==> config.mk <==
export PLATFORM = sky130hd
export DESIGN_NAME = select_decode_32_flat
export DESIGN_NICKNAME = d
export VERILOG_FILES = /design/src/rtl/select_decode_32_if.sv /design/src/rtl/select_decode_32.sv /design/src/flat_wrapper.sv
export SDC_FILE = /design/constraint.sdc
export NUM_CORES = 1
export LEC_CHECK = 0
export ABC_AREA = 1
export CAP_MARGIN = 20
export CORE_MARGIN = 2
export CORE_UTILIZATION = 37
export DETAILED_ROUTE_END_ITERATION = 8
export PLACE_DENSITY_LB_ADDON = 0.15
export SYNTH_ARGS = -nofsm -noshare
export SYNTH_HDL_FRONTEND = slang
export SYNTH_SLANG_ARGS = --single-unit
==> constraint.sdc <==
create_clock -name clk -period 2.1 [get_ports clk]
set_clock_uncertainty 0.1 [all_clocks]
set_input_delay 0.315 -clock clk [delete_from_list [all_inputs] [get_ports clk]]
set_output_delay 0.315 -clock clk [all_outputs]
set_load 0.005 [all_outputs]
==> src/rtl/select_decode_32_if.sv <==
// Select/decode bus between the control unit (master) and the decode unit (slave).
//   master drives: ir_load, ir_in, sel_valid, gra/grb/grc, r_in, r_out, ba_out, err_clr
//   slave drives:  r_in_en, r_out_en, ba_zero, sel_idx, c_sext, dec_valid, sel_err
interface select_decode_32_if;
  localparam int unsigned IR_WIDTH = 32;
  localparam int unsigned NREG     = 32;
  localparam int unsigned IDX_W    = 5;

  logic                ir_load;
  logic [IR_WIDTH-1:0] ir_in;
  logic                sel_valid;
  logic                gra;
  logic                grb;
  logic                grc;
  logic                r_in;
  logic                r_out;
  logic                ba_out;
  logic                err_clr;

  logic [NREG-1:0]     r_in_en;
  logic [NREG-1:0]     r_out_en;
  logic                ba_zero;
  logic [IDX_W-1:0]    sel_idx;
  logic [IR_WIDTH-1:0] c_sext;
  logic                dec_valid;
  logic                sel_err;

  modport master (
    output ir_load, ir_in, sel_valid, gra, grb, grc, r_in, r_out, ba_out, err_clr,
    input  r_in_en, r_out_en, ba_zero, sel_idx, c_sext, dec_valid, sel_err
  );

  modport slave (
    input  ir_load, ir_in, sel_valid, gra, grb, grc, r_in, r_out, ba_out, err_clr,
    output r_in_en, r_out_en, ba_zero, sel_idx, c_sext, dec_valid, sel_err
  );
endinterface

==> src/rtl/select_decode_32.sv <==
// Registered select-and-decode unit. Latches the instruction register, picks the
// ra/rb/rc field under the gra/grb/grc strobes and decodes it to one-hot register
// file enables one cycle later.
//   clk  : rising-edge clock
//   clr  : asynchronous active-high reset
//   bus  : select_decode_32_if.slave (request inputs, decoded enables, c_sext, sel_err)
module select_decode_32 #(
  parameter int unsigned REG_COUNT = 16
) (
  input logic              clk,
  input logic              clr,
  select_decode_32_if.slave bus
);
  localparam int unsigned IR_WIDTH = 32;
  localparam int unsigned NREG     = 32;
  localparam int unsigned IDX_W    = 5;
  localparam int unsigned FLD_W    = 4;
  localparam int unsigned C_W      = 19;

  logic [IR_WIDTH-1:0] ir;
  logic [FLD_W-1:0]    fld_c;
  logic [IDX_W-1:0]    idx_c;
  logic                strobe_ok_c;
  logic                legal_c;
  logic                ba0_c;
  logic [NREG-1:0]     onehot_c;
  logic [NREG-1:0]     r_in_en_d;
  logic [NREG-1:0]     r_out_en_d;
  logic                ba_zero_d;

  logic [NREG-1:0]     r_in_en_q;
  logic [NREG-1:0]     r_out_en_q;
  logic                ba_zero_q;
  logic [IDX_W-1:0]    sel_idx_q;
  logic                dec_valid_q;
  logic                sel_err_q;

  // Field select, legality and one-hot decode of the current request.
  always_comb begin
    fld_c       = ir[18:15];
    if (bus.gra)      fld_c = ir[26:23];
    else if (bus.grb) fld_c = ir[22:19];
    strobe_ok_c = ({bus.gra, bus.grb, bus.grc} == 3'b100) ||
                  ({bus.gra, bus.grb, bus.grc} == 3'b010) ||
                  ({bus.gra, bus.grb, bus.grc} == 3'b001);
    idx_c       = {1'b0, fld_c};
    legal_c     = strobe_ok_c && (32'(idx_c) < REG_COUNT);
    onehot_c    = NREG'(1) << idx_c;
    ba0_c       = bus.ba_out && (idx_c == '0);

    r_in_en_d   = '0;
    r_out_en_d  = '0;
    ba_zero_d   = 1'b0;
    if (bus.sel_valid && legal_c) begin
      if (bus.r_in) r_in_en_d = onehot_c;
      // Base-address read of R0 puts a constant zero on the bus instead of R0.
      if (ba0_c)                         ba_zero_d  = 1'b1;
      else if (bus.r_out || bus.ba_out)  r_out_en_d = onehot_c;
    end
  end

  // Instruction register; a same-edge load only affects later requests.
  always_ff @(posedge clk or posedge clr) begin
    if (clr) ir <= '0;
    else if (bus.ir_load) ir <= bus.ir_in;
  end

  // Decode output registers.
  always_ff @(posedge clk or posedge clr) begin
    if (clr) begin
      r_in_en_q   <= '0;
      r_out_en_q  <= '0;
      ba_zero_q   <= 1'b0;
      sel_idx_q   <= '0;
      dec_valid_q <= 1'b0;
    end else begin
      r_in_en_q   <= r_in_en_d;
      r_out_en_q  <= r_out_en_d;
      ba_zero_q   <= ba_zero_d;
      dec_valid_q <= bus.sel_valid;
      if (bus.sel_valid) sel_idx_q <= idx_c;
    end
  end

  // Sticky error; a new illegal select outranks err_clr.
  always_ff @(posedge clk or posedge clr) begin
    if (clr)                             sel_err_q <= 1'b0;
    else if (bus.sel_valid && !legal_c)  sel_err_q <= 1'b1;
    else if (bus.err_clr)                sel_err_q <= 1'b0;
  end

  assign bus.r_in_en   = r_in_en_q;
  assign bus.r_out_en  = r_out_en_q;
  assign bus.ba_zero   = ba_zero_q;
  assign bus.sel_idx   = sel_idx_q;
  assign bus.dec_valid = dec_valid_q;
  assign bus.sel_err   = sel_err_q;
  assign bus.c_sext    = {{(IR_WIDTH-C_W){ir[C_W-1]}}, ir[C_W-1:0]};

  // Opcode bits are not used by this block.
  logic unused_ir_hi;
  assign unused_ir_hi = ^ir[IR_WIDTH-1:27];
endmodule

==> src/flat_wrapper.sv <==
// flat-port wrapper written by rule: the top's interface ports become plain ports
module select_decode_32_flat 
#(
  parameter int unsigned REG_COUNT = 16
)
  (clk, clr, bus_ir_load, bus_ir_in, bus_sel_valid, bus_gra, bus_grb, bus_grc, bus_r_in, bus_r_out, bus_ba_out, bus_err_clr, bus_r_in_en, bus_r_out_en, bus_ba_zero, bus_sel_idx, bus_c_sext, bus_dec_valid, bus_sel_err);
  select_decode_32_if bus_i ();
  input logic clk;
  input logic clr;
  input wire logic [$bits(bus_i.ir_load)-1:0] bus_ir_load;
  input wire logic [$bits(bus_i.ir_in)-1:0] bus_ir_in;
  input wire logic [$bits(bus_i.sel_valid)-1:0] bus_sel_valid;
  input wire logic [$bits(bus_i.gra)-1:0] bus_gra;
  input wire logic [$bits(bus_i.grb)-1:0] bus_grb;
  input wire logic [$bits(bus_i.grc)-1:0] bus_grc;
  input wire logic [$bits(bus_i.r_in)-1:0] bus_r_in;
  input wire logic [$bits(bus_i.r_out)-1:0] bus_r_out;
  input wire logic [$bits(bus_i.ba_out)-1:0] bus_ba_out;
  input wire logic [$bits(bus_i.err_clr)-1:0] bus_err_clr;
  output wire logic [$bits(bus_i.r_in_en)-1:0] bus_r_in_en;
  output wire logic [$bits(bus_i.r_out_en)-1:0] bus_r_out_en;
  output wire logic [$bits(bus_i.ba_zero)-1:0] bus_ba_zero;
  output wire logic [$bits(bus_i.sel_idx)-1:0] bus_sel_idx;
  output wire logic [$bits(bus_i.c_sext)-1:0] bus_c_sext;
  output wire logic [$bits(bus_i.dec_valid)-1:0] bus_dec_valid;
  output wire logic [$bits(bus_i.sel_err)-1:0] bus_sel_err;
  assign bus_i.ir_load = bus_ir_load;
  assign bus_i.ir_in = bus_ir_in;
  assign bus_i.sel_valid = bus_sel_valid;
  assign bus_i.gra = bus_gra;
  assign bus_i.grb = bus_grb;
  assign bus_i.grc = bus_grc;
  assign bus_i.r_in = bus_r_in;
  assign bus_i.r_out = bus_r_out;
  assign bus_i.ba_out = bus_ba_out;
  assign bus_i.err_clr = bus_err_clr;
  assign bus_r_in_en = bus_i.r_in_en;
  assign bus_r_out_en = bus_i.r_out_en;
  assign bus_ba_zero = bus_i.ba_zero;
  assign bus_sel_idx = bus_i.sel_idx;
  assign bus_c_sext = bus_i.c_sext;
  assign bus_dec_valid = bus_i.dec_valid;
  assign bus_sel_err = bus_i.sel_err;
  select_decode_32 #(.REG_COUNT(REG_COUNT)) u_core (.clk(clk), .clr(clr), .bus(bus_i));
endmodule
==> summary.md, run 1 <==
| Metric | Value |
|---|---|
| Outcome | `complete, no violations` |
| Buf/Inv on CP | `1` |
| Placer Congestion | `0.712` |
| Horiz. Die Dim | `95.4 µm` |
| CP startpoint | `u_core.ir[18]$_DFFE_PP0P_` |
| Startpoint types | `flop` |
| Std-Cell Rows | `33` |
| Hold-fix buffer count after cts | `0` |
| Synth async-reset ratio | `1.00` |
| Register area share after synthesis | `0.535` |
| H-tree level count | `3` |
| Hpwl dp | `4480 µm` |
| Top delay family on crit path | `buffers and inverters` |
| Initial antenna violation count | `0` |
| VDD IR-drop max | `0.316 mV` |
| Pwr dens | `737 mW/mm²` |
| NumNets Final | `429` |
| Vias per inst | `4.15` |
| DRT iter0 DRCs | `71` |
| Starting density of the core | `0.380` |
| All-layer global routing usage | `0.141` |
| Pre-Repair DR Iteration Count | `6` |
| CTS Buffer Depth | `2` |
| Kind of critical path | `reg -> out` |
| DR vias | `2,060` |
| # clock sinks | `66` |
| Top_reg_cell synth | `dfrtp_1` |
| Layout area overhead | `35.1%` |
| CP Max Fanout | `16` |
| Vias in the first global route | `1,980` |
| Final hold violations | `0` |
| Synth Cell Area | `0.00309 mm²` |
| Post-synthesis instance total | `301` |
| Hold WC Path Type | `in -> async` |
| Post-route minimum period | `1.94 ns` |
| Pleak | `1.89 nW` |
| Worst reg-to-reg path cell count | `6` |
| First-pass GRT wire length | `9720 µm` |
| Slowest CP cell | `clkdlybuf4s50_1` |
| Number of port buffers | `108` |
| Top post-synthesis cells by count | `dfrtp_1, buf_4, nand2_1` |
| I/O pins | `147` |
| Core area | `0.00813 mm²` |
| Critical Path End Type | `output pin` |
| YS warnings | `0` |
| Crit-path cells | `clkdlybuf4s50_1` |
| Post-CTS Resized | `0` |
| Total CTS buffers | `9` |
| Area after DPL | `0.00395 mm²` |
| Final Cell Area | `0.00417 mm²` |
| Crit path DAT | `1.53 ns` |
| Largest area contributor in the netlist | `dfrtp_1` |
| Diode count | `0` |
| Post-synthesis register bit count | `66` |
| Share of layout cells above drive strength 1 | `0.164` |
| Post-route DRC | `0` |
| Slew Viols, Final | `0` |
| Post-CTS Setup Bufs | `0` |
| R2r endpoint | `u_core.bus.r_out_en[11]$_DFF_PP0_` |
| Max Cap Viol | `0` |
| Latest clock arrival within the worst-skew pair | `0.34 ns` |
| Routed Antenna Nets | `0` |
| Most common cell in the netlist | `dfrtp_1` |
| Synth cell types | `24` |
| EDFF count, synth | `0` |
| Max stage delay on crit path | `0.60 ns` |
| Post-Syn Area per Cell | `10.3 µm²` |
| Setup violation total in the final timing report | `0` |
| Final period utilization | `0.924` |
| CTS clk-pin slew, worst paths | `0.08 ns` |
| Fmax achieved | `0.515 GHz` |
| Die area | `0.00909 mm²` |
| Reg-to-reg startpoint | `u_core.ir[18]$_DFFE_PP0P_` |
| Largest cells by area after synthesis | `dfrtp_1, buf_4, mux2_2` |
| Die height | `95.4 µm` |
| Wire per inst | `12.3 µm` |
| Largest net degree at the start of global routing | `67` |
| Routed WL | `6100 µm` |
| Crit path required time | `1.68 ns` |
| FILL cells | `802` |
| Gr ovfl total | `0` |
| CTS tree | `yes` |
| Root Buffer Master | `clkbuf_8` |
| RSZ-0062 raised after global routing | `false` |
| Area share of the largest cell type after synthesis | `0.535` |
| FF-to-FF setup slack | `0.64 ns` |
| Setup_tns | `0 ns` |
==> per-layer routing <==
| metal | wire (µm) | global-route usage | up-vias |
|---|---|---|---|
| met4 | 18 | 0.0507 | 0 |
| met1 | 2770 | 0.184 | 967 |
| met3 | 428 | 0.0451 | 3 |
| met5 | 0 | 0 | - |
| met2 | 2890 | 0.221 | 82 |
| li1 | - | - | 1008 |
==> where the power goes <==
group          internal (mW)  switching, mW  total (mW)  leakage, nW
clock                  0.680          0.513        1.19        0.115
sequential              1.34         0.0405        1.38        0.852
combinational          0.280          0.222       0.502        0.920
total                   2.30          0.775        3.07         1.89
==> registers in the layout, indices dropped and copies added (netlist names) <==
name                  cells
u_core.ir                27
u_core.bus.r_in_en       16
u_core.bus.r_out_en      16
u_core.bus.sel_idx        4
u_core.bus.ba_zero        1
u_core.bus.dec_valid      1
u_core.bus.sel_err        1
==> cell type report <==
cell class / instances / area [µm²] / area share
Sequential cell: 66 / 1650 / 0.396
Tap cell: 105 / 131 / 0.0315
Clock buffer: 9 / 124 / 0.0297
Multi-Input combinational cell: 175 / 921 / 0.221
Clock inverter: 7 / 103 / 0.0246
Timing Repair Buffer: 115 / 1160 / 0.278
Inverter: 19 / 83.8 / 0.0201
==> cell families (layout without fill, tap and decap cells) <==
family	count (synthesis)	count (layout)	synth area share
other	1	33	0.00121
AND/OR/NAND/NOR	108	108	0.155
flip-flops	66	66	0.535
buffers and inverters	92	150	0.206
AO/OA/AOI/OAI	15	15	0.0336
multiplexers	19	19	0.0693
==> worst max path at each step <==
stage	endpoint	slack, ns	cells past startpoint
2_1_floorplan	u_core.bus.ba_zero$_DFF_PP0_	0.03	1
3_3_place_gp	u_core.bus.r_out_en[9]$_DFF_PP0_	0.16	10
3_5_place_dp	u_core.bus.r_out_en[4]$_DFF_PP0_	0.14	10
4_1_cts	bus_c_sext[22]	0.13	1
5_1_grt	bus_c_sext[22]	0.06	1
6_report	bus_c_sext[22]	0.16	1
==> per-stage QoR <==
step                      hold WS [ns]  utilization  setup WS (ns)  instances  total power [mW]
final                            0.265        0.513          0.159        496              3.07
after global placement           0.369        0.485          0.165        480              1.90
after global routing             0.298        0.513         0.0621        496              3.25
after detailed placement         0.378        0.485          0.142        480              1.91
after floorplan                  0.246            -         0.0302        333              1.74
after CTS                        0.275        0.513          0.126        496              3.12
==> cell usage in the layout, fill, tap and decap left out, drive strengths merged, types with 9 or more instances in the layout <==
| cell type | netlist | layout |
|---|---|---|
| clkdlybuf4s50 | 0 | 108 |
| dfrtp | 66 | 66 |
| nand2 | 54 | 54 |
| nor2 | 40 | 40 |
| conb | 1 | 33 |
| inv | 19 | 20 |
| mux2 | 19 | 19 |
| o21ai | 13 | 13 |
| nand3 | 13 | 13 |
| clkbuf | 0 | 9 |
(Power assumes the default switching activity.)
==> run 2, diff against run 1 <==
Settings changed: CORE_MARGIN 2 to 3.
==> run 2 against run 1 <==
Largest cell class unchanged. Sequential power barely moved. Routed wire length fell by 0.41%. Cell count down 1.0%. Critical endpoint is now bus_c_sext[21]. Critical path depth did not move.
==> summary.md, run 2 (synthesized netlist as in run 1, its figures left out) <==
| Metric | Value |
|---|---|
| Root Buffer Master | `clkbuf_8 (unchanged)` |
| Slew Viols, Final | `0 (unchanged)` |
| VDD IR-drop max | `0.395 mV (was 0.316 mV)` |
| Routed Antenna Nets | `0 (unchanged)` |
| Die height | `97.4 µm (was 95.4 µm)` |
| Max stage delay on crit path | `0.59 ns (was 0.60 ns)` |
| Reg with most FFs | `u_core.ir (unchanged)` |
| Hpwl dp | `4480 µm (about the same)` |
| Final hold violations | `0 (unchanged)` |
| Cell Count, Final, Fillers Out | `491 (was 496)` |
| Vias in the first global route | `1,981 (was 1,980)` |
| Pre-Repair DR Iteration Count | `5 (was 6)` |
| Vias per inst | `4.12 (was 4.15)` |
| CTS tree | `yes (unchanged)` |
| Core area | `0.00793 mm² (was 0.00813 mm²)` |
| CTS Buffer Depth | `2 (unchanged)` |
| Wire per inst | `12.4 µm (was 12.3 µm)` |
| RSZ-0062 raised after global routing | `false (unchanged)` |
| I/O pins | `147 (unchanged)` |
| Crit-path cells | `clkdlybuf4s50_1 (unchanged)` |
| Area after DPL | `0.00393 mm² (was 0.00395 mm²)` |
| Top delay family on crit path | `flip-flops (was buffers and inverters)` |
| All-layer global routing usage | `0.132 (was 0.141)` |
| Diode count | `0 (unchanged)` |
| Initial antenna violation count | `0 (unchanged)` |
| Setup violation total in the final timing report | `0 (unchanged)` |
| Std-Cell Rows | `32 (was 33)` |
| Most frequent cells in the layout | `clkdlybuf4s50_1, dfrtp_1, nand2_1 (unchanged)` |
| Number of port buffers | `108 (unchanged)` |
| Starting density of the core | `0.390 (was 0.380)` |
| Post-route minimum period | `1.93 ns (was 1.94 ns)` |
| NumNets Final | `427 (was 429)` |
| Post-CTS Setup Bufs | `0 (unchanged)` |
| Latest clock arrival within the worst-skew pair | `0.33 ns (was 0.34 ns)` |
| Outcome | `complete, no violations (unchanged)` |
| Most common cell after layout, fill and taps aside | `clkdlybuf4s50_1 (unchanged)` |
| Final Cell Area | `0.00414 mm² (was 0.00417 mm²)` |
| Pleak | `1.87 nW (was 1.89 nW)` |
| Die area | `0.00948 mm² (was 0.00909 mm²)` |
| Total power | `3.04 mW (was 3.07 mW)` |
| Routed WL | `6080 µm (was 6100 µm)` |
| Critical Path End Type | `output pin (unchanged)` |
| Share of layout cells above drive strength 1 | `0.157 (was 0.164)` |
| CTS clk-pin slew, worst paths | `0.07 ns (was 0.08 ns)` |
| Layout area overhead | `34.2% (was 35.1%)` |
| DRT iter0 DRCs | `64 (was 71)` |
| Setup_tns | `0 ns (unchanged)` |
| Post-CTS Resized | `0 (unchanged)` |
| Gr ovfl total | `0 (unchanged)` |
| Final core occ | `0.523 (was 0.513)` |
| Kind of critical path | `reg -> out (unchanged)` |
| Crit path required time | `1.68 ns (about the same)` |
| Horiz. Die Dim | `97.4 µm (was 95.4 µm)` |
| H-tree level count | `3 (unchanged)` |
| Placer Congestion | `0.681 (was 0.712)` |
| Slowest CP cell | `dfrtp_1 (was clkdlybuf4s50_1)` |
| CP Max Fanout | `16 (unchanged)` |
| Fmax achieved | `0.517 GHz (was 0.515 GHz)` |
| First-pass GRT wire length | `9850 µm (was 9720 µm)` |
| Buf/Inv on CP | `1 (unchanged)` |
| Final period utilization | `0.921 (was 0.924)` |
| Crit path DAT | `1.52 ns (was 1.53 ns)` |
| DR vias | `2,025 (was 2,060)` |
| Placed Cells incl. Taps | `475 (was 480)` |
| Largest net degree at the start of global routing | `67 (unchanged)` |
| Pwr dens | `733 mW/mm² (was 737 mW/mm²)` |
| Hold-fix buffer count after cts | `0 (unchanged)` |
| FILL cells | `745 (was 802)` |
| Post-route DRC | `0 (unchanged)` |
| Startpoint types | `flop (unchanged)` |
| Max Cap Viol | `0 (unchanged)` |
| Hold WC Path Type | `in -> async (unchanged)` |
| Total CTS buffers | `9 (unchanged)` |
| Largest register FFs | `27 (unchanged)` |
| # clock sinks | `66 (unchanged)` |
==> run 2: changes by cell type in the layout (fill, tap and decap cells not counted) <==
cell | previous run | this run
inv_6 | 1 | 2
clkinv_4 | 3 | 0
clkinvlp_4 | 0 | 2
clkbuf_1 | 0 | 1
buf_4 | 5 | 3
inv_8 | 2 | 1
==> run 2: per-stage QoR <==
stage	hold slack (ns)	worst slack [ns]
6_report	0.267	0.167
4_1_cts	0.277	0.120
3_5_place_dp	0.378	0.0621
2_1_floorplan	0.246	0.0302
3_3_place_gp	0.372	0.0657
5_1_grt	0.308	0.0443
==> run 2: area by class of cell <==
| cell class | instances | area, µm² | area share |
|---|---|---|---|
| well taps | 102 | 128 | 0.0308 |
| inverters | 19 | 83.8 | 0.0202 |
| repair buffers | 113 | 1140 | 0.276 |
| flip-flops and latches | 66 | 1650 | 0.399 |
| multi-input cells | 175 | 921 | 0.222 |
| clock inverters | 6 | 88.8 | 0.0214 |
| clock buffers | 10 | 128 | 0.0308 |
==> run 2: final timing paths <==
| check | from | endpoint | slack, ns | cells past startpoint |
|---|---|---|---|---|
| min in group clk | u_core.bus.sel_idx[0]$_DFFE_PP0P_ | u_core.bus.sel_idx[0]$_DFFE_PP0P_ | 0.39 | 2 |
| worst max register to register | u_core.ir[18]$_DFFE_PP0P_ | u_core.bus.r_out_en[11]$_DFF_PP0_ | 0.64 | 6 |
| worst max-delay path | u_core.ir[18]$_DFFE_PP0P_ | bus_c_sext[21] | 0.17 | 1 |
| worst min register to register | u_core.bus.sel_idx[0]$_DFFE_PP0P_ | u_core.bus.sel_idx[0]$_DFFE_PP0P_ | 0.39 | 2 |
| worst min-delay path | clr | u_core.ir[8]$_DFFE_PP0P_ | 0.27 | 3 |
| max in group asynchronous | clr | u_core.ir[20]$_DFFE_PP0P_ | 1.34 | 3 |
==> run 2: power breakdown <==
group | switching, mW | internal, mW | total, mW
combinational | 0.220 | 0.276 | 0.496
sequential | 0.0396 | 1.34 | 1.38
clock | 0.493 | 0.671 | 1.16
total | 0.752 | 2.29 | 3.04
==> run 2: routing by layer <==
layer / wire, µm / vias to the layer above / GRT usage
li1: - / 1007 / -
met1: 2710 / 922 / 0.166
met2: 2850 / 89 / 0.212
met3: 418 / 7 / 0.0337
met4: 99 / 0 / 0.0607
met5: 0 / - / 0
